## config.mk

```make
export PLATFORM = sky130hd
export DESIGN_NAME = timing_decode_unit
export DESIGN_NICKNAME = d
export VERILOG_FILES = /design/src/rtl/timing_decode_unit.sv
export SDC_FILE = /design/constraint.sdc
export NUM_CORES = 1
export LEC_CHECK = 0
export ABC_AREA = 0
export ABC_CLOCK_PERIOD_IN_PS = 1850
export BUFFER_PORTS_ARGS = -buffer_cell sky130_fd_sc_hd__buf_2
export CORE_ASPECT_RATIO = 1.1
export CORE_MARGIN = 4
export CORE_UTILIZATION = 41
export DETAILED_ROUTE_END_ITERATION = 8
export GPL_TIMING_DRIVEN = 0
export PLACE_DENSITY = 0.76
export SYNTH_ARGS = -nofsm -noshare
export SYNTH_HDL_FRONTEND = slang
export SYNTH_SLANG_ARGS = --single-unit
```

## constraint.sdc

```tcl
create_clock -name clk -period 1.85 [get_ports clk]
set_clock_uncertainty 0.2 [all_clocks]
set_input_delay 0.185 -clock clk [delete_from_list [all_inputs] [get_ports clk]]
set_output_delay 0.185 -clock clk [all_outputs]
set_load 0.01 [all_outputs]
```

## src/rtl/timing_decode_unit.sv

```systemverilog
// T-state ring, instruction register and opcode decode for the control unit,
// with run/halt/single-step sequencing around the finish instruction.
module timing_decode_unit #(
  parameter int DATA_W = 8,
  parameter int OPC_W  = 4,
  parameter int T_W    = 8
) (
  input  logic                    clk,
  input  logic                    reset,
  input  logic [DATA_W-1:0]       bus_in,
  input  logic                    load_IR,
  input  logic                    reset_timer,
  input  logic                    finish_signal,
  input  logic                    run_req,
  input  logic                    step_mode,
  input  logic                    step_pulse,
  output logic [T_W-1:0]          timer,
  output logic [(1<<OPC_W)-1:0]   IR_dicode,
  output logic [DATA_W-OPC_W-1:0] ir_operand,
  output logic [DATA_W-1:0]       ir_out,
  output logic                    halted
);

  localparam int DEC_W = 1 << OPC_W;

  typedef enum logic {
    RUN  = 1'b0,
    HALT = 1'b1
  } state_t;

  state_t            state;
  logic [DATA_W-1:0] ir;
  logic              ir_valid;
  logic              adv;

  // Advance enable: free-run, or gated by the step pulse; never while halted.
  always_comb begin
    adv = 1'b0;
    if (state == RUN) begin
      adv = step_mode ? step_pulse : 1'b1;
    end
  end

  // Sequencer: timer ring, IR capture and RUN/HALT transitions.
  always_ff @(posedge clk) begin
    if (reset) begin
      state    <= RUN;
      timer    <= T_W'(1);
      ir       <= '0;
      ir_valid <= 1'b0;
      halted   <= 1'b0;
    end else begin
      case (state)
        RUN: begin
          if (adv) begin
            if (finish_signal) begin
              state  <= HALT;
              timer  <= '0;
              halted <= 1'b1;
            end else if (reset_timer) begin
              timer <= T_W'(1);
            end else begin
              timer <= {timer[T_W-2:0], timer[T_W-1]};
            end
            if (load_IR) begin
              ir       <= bus_in;
              ir_valid <= 1'b1;
            end
          end
        end
        HALT: begin
          if (run_req) begin
            state  <= RUN;
            timer  <= T_W'(1);
            halted <= 1'b0;
          end
        end
        default: begin
          state  <= RUN;
          timer  <= T_W'(1);
          halted <= 1'b0;
        end
      endcase
    end
  end

  // One-hot opcode decode from the IR's upper field; blank until first load.
  always_comb begin
    IR_dicode = '0;
    if (ir_valid) begin
      IR_dicode = DEC_W'(1) << ir[DATA_W-1 -: OPC_W];
    end
  end

  assign ir_operand = ir[DATA_W-OPC_W-1:0];
  assign ir_out     = ir;

endmodule

```

==> summary.md <==
| Metric | Value |
|---|---|
| Status | `finished clean` |
| I/O pin count | `53` |
| Crit path max-delay family | `simple AND/OR/NAND/NOR gates` |
| TritonCTS Buffers | `3` |
| Number of filler cells placed in the layout | `210` |
| Post-synthesis mux area share | `8.25%` |
| Crit path to | `IR_dicode[3]` |
| Htree depth | `1` |
| Core Util, Final | `61.1%` |
| Number of setup buffers added after CTS | `0` |
| R2R depth | `3` |
| Switching Fraction | `26.7%` |
| Antenna violations before repair | `0` |
| RR Startpoint | `state$_SDFF_PP0_` |
| Worst-path clk slew | `100 ps` |
| Endpoints failing hold | `0` |
| Placer Congestion | `0.690` |
| Area Overhead vs Synth | `41.6%` |
| Die Area | `0.00321 sq mm` |
| NumNets Final | `190` |
| Avg Vias per Cell | `4.72` |
| Leakage | `0.643 nW` |
| Synth Cell Area | `971 sq um` |
| Synth top area cells | `dfxtp_1 (39%), nand2b_1 (16%), mux2i_1 (8.2%)` |
| CTS tree | `yes` |
| Fmax | `0.586 GHz` |
| CTS Sinks | `19` |
| Clock period minus worst slack | `1710 ps` |
| Setup crit start kind | `flip-flop` |
| Flops & latches, synth | `19` |
| Total global-route track usage | `15.0%` |
| Yosys cell types | `27` |
| Commonest cells post-synth | `nand2b_1 (25), dfxtp_1 (19), mux2i_1 (8)` |
| # setup viols final | `0` |
| Root buffer cell | `clkbuf_4` |
| Setup_tns | `0 ps` |
| Async S/R FF share, synth | `0%` |
| NetSw | `0.000220 W` |
| First-pass GRT wire length | `3.73 mm` |
| Worst-margin pin slew | `463 ps` |
| Worst setup path startpoint | `ir_valid$_SDFFE_PP0P_` |
| Comb power frac | `20.6%` |
| Fin crit share | `92.2%` |
| EDFF count, synth | `0` |
| Vias in the first global route | `900` |
| CP max FO | `6` |
| RSZ-0062 raised after global routing | `false` |
| WS Path Type | `flip-flop to output port` |
| CP bufs+invs | `1` |
| Largest family of logic cells by synthesized area | `simple AND/OR/NAND/NOR gates` |
| Synthesized instance count | `111` |
| Critical path depth | `4` |
| Die height | `59.0 microns` |
| Pwr/cell area | `599 mW/mm^2` |
| YS warnings | `0` |
| Pint | `0.000603 W` |
| Initial DRT Pass Iterations | `4` |
| Max Buffers Root-to-Sink | `2` |
| Cell accounting for the most synthesized area | `dfxtp_1` |
| Register area | `382 sq um` |
| DRT iter0 DRCs | `19` |
| Post-synth top area share | `39.2%` |
| Final Max Tran Viols | `0` |
| Count leader, synth | `nand2b_1` |
| Post-DP HPWL | `1.74 mm` |
| Adder-cell share of the synthesized area | `0%` |
| Register area share after synthesis | `39.2%` |
| Clock Power Share | `24.5%` |
| Die X | `54.4 microns` |
| Core Rows | `18` |
| Slew headroom | `69.2%` |
| Synth Flop Type | `dfxtp_1` |
| Complex-gate fraction of the synthesized area | `11.5%` |
| Crit path max-delay cell type | `dfxtp_1` |
| CP peak stage delay | `410 ps` |
| Pin count of the biggest net entering global routing | `13` |
| Initial Util | `43.1%` |
| Syn Area/Cell | `8.75 sq um` |
| Critical path arrival | `1320 ps` |
| Simple-gate area share of the yosys netlist | `33.9%` |
| Peak VDD IR | `0.444 mV` |
| Clk_lat worst skew | `280 ps` |
| Antenna Nets Post-Route | `0` |
| Worst r2r dst | `timer[1]$_SDFFE_PP0P_` |
| Layout cells sized above 1 | `37.6%` |
| Post-Synth XOR/XNOR Area | `0%` |
| Multi-input combinational cell area | `520 sq um` |
| Min Hold Slack | `6.70 ps` |
| # DRC | `0` |
| Overflow after GRT | `0` |
| Reg power frac | `54.9%` |
| Synthesized Nets | `127` |
| Worst min path class | `input pin to flip-flop` |
| Via count | `958` |
| Max-cap viol count | `0` |
| Wirelength, routed | `2.26 mm` |
| ANT cells | `0` |
| Critical path capture point type | `output port` |
| Required time of the critical path | `1460 ps` |
| Cells along the critical path | `nor2b_1 > nand2_1 > nor3b_1 > buf_2` |
| WL/cell | `11.1 microns` |
| Flop-to-flop setup slack | `300 ps` |
| CORE AREA | `0.00225 sq mm` |
| Port-buffer cells | `51` |
[worst min-delay path by stage]
stage                                    from                      to  slack [ps]  depth (start not counted)
after floorplan                     bus_in[1]  ir_out[1]$_SDFFE_PP0P_         140                          2
after global placement    halted$_SDFFE_PP0P_     halted$_SDFFE_PP0P_         240                          2
after detailed placement            bus_in[4]  ir_out[4]$_SDFFE_PP0P_         260                          3
after CTS                       finish_signal        state$_SDFF_PP0_         0.8                          3
after global routing            finish_signal        state$_SDFF_PP0_          40                          3
final                           finish_signal        state$_SDFF_PP0_           7                          3
[cell type report]
cell class	count	area share, %
multi-input combinational	78	37.9
clock buffer	4	1.91
inverter	2	0.546
tap	30	2.73
buffer	10	4.09
sequential	19	27.8
timing repair buffer	60	25.1
[sequential cells by signal (all words and copies together) (netlist names)]
name	cells
halted	1
timer	8
ir_valid	1
ir_out	8
state	1
[cell usage in the layout (no fill, tap or decap), types with 2 or more instances in the layout]
| master | count |
|---|---|
| buf_2 | 53 |
| nand2b_1 | 25 |
| dfxtp_1 | 18 |
| dlygate4sd3_1 | 9 |
| mux2i_1 | 8 |
| nor2_1 | 7 |
| nand2_1 | 7 |
| nor3_1 | 6 |
| o22ai_1 | 5 |
| clkbuf_1 | 4 |
| buf_4 | 4 |
| clkbuf_4 | 3 |
| nand3_1 | 2 |
| nor3b_1 | 2 |
| nor4_1 | 2 |
| inv_1 | 2 |
| a21oi_1 | 2 |
[per-layer routing]
metal / up-vias / GRT usage, % / routed length [microns]
met2: 31 / 27.2 / 1130
li1: 498 / - / -
met5: - / 0 / 0
met1: 427 / 17.3 / 919
met4: 0 / 3.20 / 19
met3: 2 / 3.78 / 197
[worst register-to-register path, delay by kind of cell (launching register included)]
| family | cells | cell delay, ps |
|---|---|---|
| AOI/OAI and AO/OA | 1 | 200 |
| buffers and inverters | 1 | 190 |
| DFF | 1 | 370 |
| and+or+nand+nor | 1 | 520 |
[power by group through the flow]
stage / clock network (W) / registers (W) / logic, W
6_report: 0.000202 / 0.000452 / 0.000170
5_1_grt: 0.000225 / 0.000457 / 0.000188
4_1_cts: 0.000208 / 0.000449 / 0.000175
3_5_place_dp: 0 / 0.000455 / 0.000165
3_3_place_gp: 0 / 0.000454 / 0.000161
2_1_floorplan: 0 / 0.000461 / 0.0000999
[metrics by stage]
stage	worst slack, ps	total power [W]	area [sq um]	cells
after floorplan	347	0.000561	971	111
after global placement	327	0.000615	1260	192
after detailed placement	305	0.000620	1260	192
after CTS	34.6	0.000832	1380	204
after global routing	5.66	0.000870	1380	203
final	145	0.000823	1380	203
[repair_timing]
item	CTS	global route
hold endpoints to repair	9	0
hold buffers	9	0
resized for setup	1	1
setup endpoints to repair	3	4
[kinds of logic after synthesis]
family / Yosys count
buffers and inverters: 14
DFF: 19
muxes: 8
and+or+nand+nor: 57
AOI/OAI and AO/OA: 13
Note: power is estimated with default switching activity, not from simulation.
